==> src/rtl/eq_pipe_pkg.sv <==
// Shared types and constants for the E = 5A+5B-4C+3D equation pipeline.
//   word_t       16-bit result word
//   res_entry_t  FIFO entry: mismatch flag plus captured E
//   golden_e     reference E, 17-bit signed arithmetic wrapped to 16 bits
package eq_pipe_pkg;

    typedef logic [15:0] word_t;

    localparam int unsigned D_CONST_DEF = 768;
    localparam int unsigned LAT_DEF     = 3;

    typedef struct packed {
        logic  mism;
        word_t e;
    } res_entry_t;

    function automatic word_t golden_e(input logic [7:0] a, input logic [7:0] b,
                                       input logic [7:0] c, input logic [9:0] d);
        logic signed [16:0] av, bv, cv, dv, sum;
        av  = $signed({9'b0, a});
        bv  = $signed({9'b0, b});
        cv  = $signed({9'b0, c});
        dv  = $signed({7'b0, d});
        sum = 17'sd5 * av + 17'sd5 * bv - 17'sd4 * cv + 17'sd3 * dv;
        return sum[15:0];
    endfunction

endpackage

==> src/rtl/eq_sync_fifo.sv <==
// Synchronous show-ahead FIFO holding result entries.
//   clk, rst     clock, asynchronous active-low reset
//   push, wdata  write request (ignored when full)
//   pop, rdata   read request (ignored when empty); rdata is the current head
//   full, empty  status; full is a registered flag
//   count        occupancy, 0..DEPTH
module eq_sync_fifo
    import eq_pipe_pkg::*;
#(
    parameter int unsigned DEPTH   = 8,
    parameter type         entry_t = res_entry_t
) (
    input  logic                   clk,
    input  logic                   rst,
    input  logic                   push,
    input  entry_t                 wdata,
    input  logic                   pop,
    output entry_t                 rdata,
    output logic                   full,
    output logic                   empty,
    output logic [$clog2(DEPTH):0] count
);

    localparam int unsigned AW = $clog2(DEPTH);
    localparam int unsigned CW = AW + 1;

    entry_t          mem [DEPTH];
    logic [AW-1:0]   wr_ptr_q, rd_ptr_q;
    logic [CW-1:0]   count_q, count_d;
    logic            full_q;
    logic            push_ok, pop_ok;

    assign push_ok = push & ~full_q;
    assign pop_ok  = pop & ~empty;

    always_comb begin
        count_d = count_q;
        case ({push_ok, pop_ok})
            2'b10:   count_d = count_q + CW'(1);
            2'b01:   count_d = count_q - CW'(1);
            default: count_d = count_q;
        endcase
    end

    always_ff @(posedge clk or negedge rst) begin
        if (!rst) begin
            wr_ptr_q <= '0;
            rd_ptr_q <= '0;
            count_q  <= '0;
            full_q   <= 1'b0;
        end else begin
            // Pointers wrap naturally since DEPTH is a power of two.
            if (push_ok) wr_ptr_q <= wr_ptr_q + AW'(1);
            if (pop_ok)  rd_ptr_q <= rd_ptr_q + AW'(1);
            count_q <= count_d;
            full_q  <= (count_d == CW'(DEPTH));
        end
    end

    // Storage needs no reset; the head is masked by empty at the top level.
    always_ff @(posedge clk) begin
        if (push_ok) mem[wr_ptr_q] <= wdata;
    end

    assign rdata = mem[rd_ptr_q];
    assign full  = full_q;
    assign empty = (count_q == '0);
    assign count = count_q;

endmodule

==> src/rtl/eq_result_sink.sv <==
// Consumer end of the E = 5A+5B-4C+3D stalled pipeline. Tracks issued ops through a LAT-deep
// valid pipe, captures e_in when the last stage is live, queues results in a FIFO and stalls the
// pipeline while the FIFO is full.
//   clk, rst            clock, asynchronous active-low reset
//   in_valid, A, B, C   operands issued to the pipeline this cycle
//   e_in                E from the pipeline's final stage
//   stall_o             freeze the pipeline (FIFO full)
//   out_valid/ready     read handshake; out_data/out_mism are the head entry
//   fifo_cnt            FIFO occupancy
//   res_cnt, err_cnt    pushes since reset (wraps), mismatches since reset (saturates)
// Optional: define EQ_SINK_CHECK_EN to add a shadow golden-model pipe and mismatch checking.
module eq_result_sink
    import eq_pipe_pkg::*;
#(
    parameter int unsigned DEPTH   = 8,
    parameter int unsigned LAT     = LAT_DEF,
    parameter int unsigned D_CONST = D_CONST_DEF,
    parameter int unsigned CNT_W   = 16
) (
    input  logic                   clk,
    input  logic                   rst,
    input  logic                   in_valid,
    input  logic [7:0]             A,
    input  logic [7:0]             B,
    input  logic [7:0]             C,
    input  logic [15:0]            e_in,
    output logic                   stall_o,
    output logic                   out_valid,
    input  logic                   out_ready,
    output logic [15:0]            out_data,
    output logic                   out_mism,
    output logic [$clog2(DEPTH):0] fifo_cnt,
    output logic [CNT_W-1:0]       res_cnt,
    output logic [CNT_W-1:0]       err_cnt
);

    localparam logic [9:0] D10 = D_CONST[9:0];

    logic [LAT-1:0]   vld_q, vld_d;
    logic [LAT:0]     vld_shift;
    logic             full, empty, push, pop, mism;
    res_entry_t       wr_entry, rd_entry;
    logic [CNT_W-1:0] res_q;

    // Stall comes straight from the FIFO's registered full flag.
    assign stall_o = full;

    assign vld_shift = {vld_q, in_valid};
    assign vld_d     = vld_shift[LAT-1:0];

    always_ff @(posedge clk or negedge rst) begin
        if (!rst) begin
            vld_q <= '0;
        end else if (!stall_o) begin
            vld_q <= vld_d;
        end
    end

    // While frozen the last stage holds its op; it is pushed once the stall drops.
    assign push = vld_q[LAT-1] & ~stall_o;
    assign pop  = out_valid & out_ready;

    assign wr_entry = '{mism: mism, e: e_in};

    eq_sync_fifo #(
        .DEPTH   (DEPTH),
        .entry_t (res_entry_t)
    ) u_fifo (
        .clk   (clk),
        .rst   (rst),
        .push  (push),
        .wdata (wr_entry),
        .pop   (pop),
        .rdata (rd_entry),
        .full  (full),
        .empty (empty),
        .count (fifo_cnt)
    );

    assign out_valid = ~empty;
    assign out_data  = out_valid ? rd_entry.e : '0;
    assign out_mism  = out_valid & rd_entry.mism;

    always_ff @(posedge clk or negedge rst) begin
        if (!rst) begin
            res_q <= '0;
        end else if (push) begin
            res_q <= res_q + CNT_W'(1);
        end
    end
    assign res_cnt = res_q;

`ifdef EQ_SINK_CHECK_EN
    word_t            exp_q [LAT];
    logic [CNT_W-1:0] err_q;

    // Shadow pipe advances in lockstep with vld_q.
    always_ff @(posedge clk or negedge rst) begin
        if (!rst) begin
            for (int i = 0; i < LAT; i++) exp_q[i] <= '0;
        end else if (!stall_o) begin
            exp_q[0] <= golden_e(A, B, C, D10);
            for (int i = 1; i < LAT; i++) exp_q[i] <= exp_q[i-1];
        end
    end

    assign mism = (e_in != exp_q[LAT-1]);

    always_ff @(posedge clk or negedge rst) begin
        if (!rst) begin
            err_q <= '0;
        end else if (push && mism && (err_q != '1)) begin
            err_q <= err_q + CNT_W'(1);
        end
    end
    assign err_cnt = err_q;
`else
    logic unused_ops;
    assign unused_ops = ^{A, B, C, D10};
    assign mism       = 1'b0;
    assign err_cnt    = '0;
`endif

endmodule

==> config.mk <==
export PLATFORM = sky130hd
export DESIGN_NAME = eq_result_sink
export DESIGN_NICKNAME = d
export VERILOG_FILES = /design/src/rtl/eq_pipe_pkg.sv /design/src/rtl/eq_sync_fifo.sv /design/src/rtl/eq_result_sink.sv
export SDC_FILE = /design/constraint.sdc
export NUM_CORES = 1
export LEC_CHECK = 0
export CAP_MARGIN = 5
export CORE_AREA = 2 2 90 135
export CTS_CLUSTER_SIZE = 28
export DETAILED_ROUTE_END_ITERATION = 8
export DIE_AREA = 0 0 92 137
export GPL_TIMING_DRIVEN = 0
export PLACE_DENSITY = 0.83
export SLEW_MARGIN = 20
export SYNTH_ARGS = -nofsm -noshare
export SYNTH_HDL_FRONTEND = slang
export SYNTH_SLANG_ARGS = --single-unit
export TNS_END_PERCENT = 50
==> constraint.sdc <==
create_clock -name clk -period 6.2 [get_ports clk]
set_input_delay 1.55 -clock clk [delete_from_list [all_inputs] [get_ports clk]]
set_output_delay 1.55 -clock clk [all_outputs]
set_load 0.01 [all_outputs]
==> reports/metrics.cfg, run 1 <==
[outcome]
run_status = finished, final reports clean

[final_layout]
antenna_cells = 0
finish.cell_count_without_fillers = 634
nNetsFinal = 520
layout.cells.most_common_list = sky130_fd_sc_hd__edfxtp_1, sky130_fd_sc_hd__clkdlybuf4s50_1, sky130_fd_sc_hd__mux4_2
final_common_cell = sky130_fd_sc_hd__edfxtp_1
layout.core_utilization_pct = 71.1
final_layout_size_suffix_gt1_share_pct = 25.6
area_growth_syn_to_layout_pct = 24.2

[logic_synthesis]
syn_avg_cell_area_um2 = 17.9
post_synth_inst_count = 366
synthDistinctLibCells = 43
synth-seq-cells = 158
synth_top_area_cell = sky130_fd_sc_hd__edfxtp_1
synth.top_cells.by_area = sky130_fd_sc_hd__edfxtp_1, sky130_fd_sc_hd__dfrtp_1, sky130_fd_sc_hd__mux4_2, sky130_fd_sc_hd__mux2i_1, sky130_fd_sc_hd__xnor2_1
synth_enable_flop_cells = 128
yosys.area.top_type_share_pct = 58.8
postSynth.topFlopCell = sky130_fd_sc_hd__edfxtp_1
syn-cell-area_mm2 = 0.00653
ys_seq_area_share_pct = 70.3
ys_async_sr_fraction_pct = 19.0
yosys_warnings = 0

[min_path]
min_path_type = reg -> reg
instance_count_along_the_most_critical_hold_path = 1
hold_path_startpoint = res_cnt[15]
min_to = res_cnt[15]

[floorplanning]
die_area_mm2 = 0.0126
placeableCoreArea_mm2 = 0.0114
chipWidth_um = 92
initial_core_util_pct = 57.3
floorplan.io_pins = 99
std_cell_rows = 48
dieHeight_um = 137

[clock_tree]
cts-hold-fix-buffers = 0
cts_repair_resized_insts = 0
cts.repair_timing.setup_buffer_count = 0
tritoncts = yes
clock-sinks = 158
cts_root_buf = sky130_fd_sc_hd__clkbuf_16
cts.htree.levels = 4
clk_transition_reported_paths_ps = 60
cts-buffers-inserted = 17
clkLatencyLatePin_ps = 420
clock_path_buffers = 2

[sta]
timing.clock.skew_ps = 7.47
final_hold_viol_count = 0
timing.final.setup_violations = 0
min_period_over_period_pct = 71.6
fmax_mhz = 225
maxSlewViolCount = 0
worstMarginPinSlew_ps = 774
fin_setup_tns_ps = 0
rsz0062_at_grt = no
worst_hold_slack_ps = 478
min_period_ps = 4440
slew_headroom_pct = 48.4

[route]
ant_nets = 0
num_vias = 3528
dr.first_iter.drc_count = 244
drtPass1Iterations = 4
post_drt_via_cell_ratio = 5.56
remaining_drc_errors = 0
drt-total-wl_mm = 12.5
routed_wire_length_per_instance_um = 19.7

[global_route]
grt_pass1_wl_mm = 19.4
grt_antenna_before_repair = 0
first_global_vias = 3620
grt.total_usage_pct = 21.2
grt_start_max_net_pins = 31
global_route.overflow_total = 0

[power_and_ir_drop]
leakagePower_nw = 2.96
power_switching_mw = 1.18
p_comb_share_pct = 35.3
design_power_total_mw = 3.92
cellInternalPower_mw = 2.74
power.clock.fraction_pct = 27.5
switching_share_pct = 30.0
seqPwrFrac_pct = 37.2
irDropWorstVdd_uv = 325
power_density_mw_per_mm2 = 483

[worst_setup_path]
reg2reg_start = u_fifo.count[1]
path_max_fanout = 10
worst_r2r_path_depth = 12
rrSetupSlack_ps = 2950
rr_endpoint = u_fifo.full
end_kind = output pin
critical_path_required_ps = 4650
arrival_ps = 2890
start_kind = flip-flop
crit_type = reg -> out

[place]
portBuffers = 56
place_inst = 602
gp_routability_congestion = 0.746
post-dp-hpwl_mm = 8.12

[run]
maximum_capacitance_violations = 0

## routing by layer
layer  track usage (%)  share of wire, %
met4              8.87               1.3
met1              24.4                39
met3              6.00               4.9
met2              37.2                55
met5                 0                 0
## worst max-delay path by stage
stage	startpoint	endpoint	slack [ps]	depth (start not counted)
2_1_floorplan	out_ready	u_fifo.full	2850	10
3_3_place_gp	u_fifo.full	u_fifo.mem[0][5]	1830	5
3_5_place_dp	u_fifo.rd_ptr_q[1]	out_data[1]	2180	6
4_1_cts	u_fifo.rd_ptr_q[1]	out_data[9]	1720	6
5_1_grt	u_fifo.rd_ptr_q[1]	out_data[9]	1630	6
6_report	u_fifo.rd_ptr_q[1]	out_data[1]	1760	6
## power groups by stage
stage	logic, mW	registers (mW)	clock network, mW
3_5_place_dp	1.40	1.47	0
6_report	1.38	1.46	1.08
5_1_grt	1.49	1.47	1.13
3_3_place_gp	1.31	1.46	0
2_1_floorplan	0.834	1.46	0
4_1_cts	1.41	1.46	1.09
## through the flow
stage	worst slack, ps	instance area (µm²)
finish	1760	8110
global route	1630	8110
CTS	1720	8110
detailed placement	2180	7500
global placement	1830	7340
floorplan	2850	6590
## worst max-delay path, cell delays in order, from the launching register on
cell and delay, ps:
sky130_fd_sc_hd__dfrtp_1 360, sky130_fd_sc_hd__buf_1 280, sky130_fd_sc_hd__clkbuf_1 630, sky130_fd_sc_hd__mux4_2 400
sky130_fd_sc_hd__mux2i_1 180, sky130_fd_sc_hd__nor2_1 80, sky130_fd_sc_hd__clkdlybuf4s50_1 530
## area by class of cell
class	count	area (µm²)
sequential	158	4590
fill	727	3300
multi-input combinational	185	1790
timing repair buffer	70	681
clock buffer	21	450
buffer	35	221
tap	150	188
clock inverter	11	166
inverter	4	17.5
## cell usage after synthesis, types with 2 or more instances
library cell and instances:
sky130_fd_sc_hd__edfxtp_1 128, sky130_fd_sc_hd__mux4_2 32, sky130_fd_sc_hd__dfrtp_1 30, sky130_fd_sc_hd__nor2_1 24
sky130_fd_sc_hd__buf_4 18, sky130_fd_sc_hd__nand2_1 18, sky130_fd_sc_hd__xnor2_1 18, sky130_fd_sc_hd__mux2i_1 16
sky130_fd_sc_hd__nand3_1 9, sky130_fd_sc_hd__clkbuf_1 7, sky130_fd_sc_hd__buf_2 6, sky130_fd_sc_hd__ha_1 5
sky130_fd_sc_hd__xor2_1 5, sky130_fd_sc_hd__a21oi_1 4, sky130_fd_sc_hd__mux2_2 4, sky130_fd_sc_hd__nor3_1 4
sky130_fd_sc_hd__and3_1 3, sky130_fd_sc_hd__nand2b_1 3, sky130_fd_sc_hd__and4b_1 2, sky130_fd_sc_hd__buf_1 2
sky130_fd_sc_hd__buf_6 2, sky130_fd_sc_hd__inv_1 2, sky130_fd_sc_hd__nand4_1 2, sky130_fd_sc_hd__nor2b_1 2
sky130_fd_sc_hd__nor3_2 2
## registers in the layout (all words and copies together) (netlist names)
name,count
u_fifo.mem,128
u_fifo.rd_ptr_q,3
vld_q,3
u_fifo.count,4
u_fifo.wr_ptr_q,3
u_fifo.full,1
res_cnt,16
## kinds of logic (layout without fill, tap and decap cells)
kind of cell | Yosys count | count (layout) | synth area share [%]
other cells | 1 | 17 | 0.0574
flops | 158 | 158 | 70.3
simple gates | 78 | 78 | 6.40
xor+xnor | 23 | 23 | 3.08
fa+ha+maj | 5 | 5 | 0.957
compound gates | 9 | 9 | 1.13
buf+inv | 39 | 141 | 3.66
mux | 53 | 53 | 14.4
(Power assumes the default switching activity.)
==> run 2, diff against run 1 <==
- CORE_AREA: 2 2 90 135 -> 2 2 98 147
- DIE_AREA: 0 0 92 137 -> 0 0 100 149
- PLACE_DENSITY: 0.83 -> 0.74
- clock period: 6.2 -> 4.06 ns (I/O delays scaled with it)
==> reports/metrics.cfg, run 2 (synthesized netlist as in run 1, its figures left out) <==
[outcome]
run_status = finished, final reports clean

[worst_setup_path]
crit_buf_inv = 3
critical_path_required_ps = 3040
path_max_fanout = 10
end_kind = output pin
crit_type = reg -> out
arrival_ps = 2920
critical_path.top_delay_family = buffers and inverters
critical_path.slowest_cell = sky130_fd_sc_hd__clkbuf_1
start_kind = flip-flop
worst_path_largest_cell_delay_ps = 700
worstPathCellList = buf_1 -> clkbuf_1 -> mux4_2 -> mux2i_1 -> nor2_1 -> clkdlybuf4s50_1

[power_and_ir_drop]
power.clock.fraction_pct = 26.2
design_power_total_mw = 5.91
p_comb_share_pct = 36.1
leakagePower_nw = 2.94
power_density_mw_per_mm2 = 729
switching_share_pct = 30.5
power_switching_mw = 1.81
irDropWorstVdd_uv = 432
cellInternalPower_mw = 4.11
seqPwrFrac_pct = 37.7

[clock_tree]
tritoncts = yes
cts.htree.levels = 4
clock-sinks = 158
clk_transition_reported_paths_ps = 60
cts.repair_timing.setup_buffer_count = 0
cts-hold-fix-buffers = 0
clkLatencyLatePin_ps = 410
cts_repair_resized_insts = 0
cts-buffers-inserted = 17
cts_root_buf = sky130_fd_sc_hd__clkbuf_16
clock_path_buffers = 2

[place]
placement.cell_area_mm2 = 0.00753
portBuffers = 56
post-dp-hpwl_mm = 8.82
post-place-ws_ps = 620
gp_routability_congestion = 0.775
place_inst = 617

[sta]
final_hold_viol_count = 0
timing.final.setup_violations = 0
slew_headroom_pct = 41.5
fmax_mhz = 254
worstMarginPinSlew_ps = 877
rsz0062_at_grt = no
worst_hold_slack_ps = 482
maxSlewViolCount = 0
timing.clock.skew_ps = 5.83
min_period_ps = 3930
setup_slack_ps = 126
fin_setup_tns_ps = 0
min_period_over_period_pct = 96.9

[final_layout]
fill_cells = 1052
largest_reg_flops = 128
layout.core_utilization_pct = 58.8
nNetsFinal = 520
final_layout_size_suffix_gt1_share_pct = 25.4
layout.cells.most_common_list = sky130_fd_sc_hd__edfxtp_1, sky130_fd_sc_hd__clkdlybuf4s50_1, sky130_fd_sc_hd__mux4_2
design_area_mm2 = 0.00811
finish.cell_count_without_fillers = 649
final_common_cell = sky130_fd_sc_hd__edfxtp_1
antenna_cells = 0
area_growth_syn_to_layout_pct = 24.1
max_flop_register = u_fifo.mem

[floorplanning]
chipWidth_um = 100
die_area_mm2 = 0.0149
floorplan.io_pins = 99
dieHeight_um = 149
placeableCoreArea_mm2 = 0.0138
std_cell_rows = 53
initial_core_util_pct = 47.4

[route]
remaining_drc_errors = 0
num_vias = 3489
dr.first_iter.drc_count = 165
ant_nets = 0
drtPass1Iterations = 6
post_drt_via_cell_ratio = 5.38
drt-total-wl_mm = 12.9
routed_wire_length_per_instance_um = 19.9

[global_route]
grt_pass1_wl_mm = 20.2
grt_start_max_net_pins = 31
grt.total_usage_pct = 18.5
grt_antenna_before_repair = 0
global_route.overflow_total = 0
first_global_vias = 3809

[run]
maximum_capacitance_violations = 0

[min_path]
min_path_type = reg -> reg

-- run 2: metal layers --
metal  part of all wire (%)  track usage [%]  vias to the layer above
li1                       -                -                     1582
met1                     38             21.4                     1777
met2                     55             32.6                      104
met3                    5.2             5.62                       26
met4                    2.0             6.44                        0
met5                      0                0                        -
-- run 2: final cells by class --
cell class	count	area, µm²	share of cell area [%]
Buffer	35	221	2.73
Clock buffer	19	433	5.34
Clock inverter	13	148	1.82
Inverter	4	17.5	0.216
Multi-Input combinational cell	185	1790	22.1
Sequential cell	158	4590	56.6
Tap cell	165	206	2.55
Timing Repair Buffer	70	697	8.59
-- run 2: path summary, 6_finish.rpt --
path	end	startpoint	slack, ps	cells past startpoint
worst min-delay path	res_cnt[15]	res_cnt[15]	480	1
min in group asynchronous	u_fifo.count[2]	rst	650	1
worst max register to register	u_fifo.full	u_fifo.count[1]	760	12
max in group asynchronous	res_cnt[15]	rst	2940	1
worst max-delay path	out_data[2]	u_fifo.rd_ptr_q[1]	130	6
worst min register to register	res_cnt[15]	res_cnt[15]	480	1
-- run 2: power groups by stage --
| stage | Combinational [mW] | Clock [mW] | Sequential [mW] |
|---|---|---|---|
| floorplan | 1.27 | 0 | 2.23 |
| global placement | 2.02 | 0 | 2.23 |
| detailed placement | 2.15 | 0 | 2.25 |
| CTS | 2.16 | 1.57 | 2.22 |
| global route | 2.29 | 1.64 | 2.25 |
| finish | 2.14 | 1.55 | 2.23 |
-- run 2: worst reg2reg max path, delay by kind of cell, from the launching register on --
family          cells  cell delay (ps)
simple gates        5             1490
buf+inv             4              670
flops               1              390
compound gates      2              370
fa+ha+maj           1              260
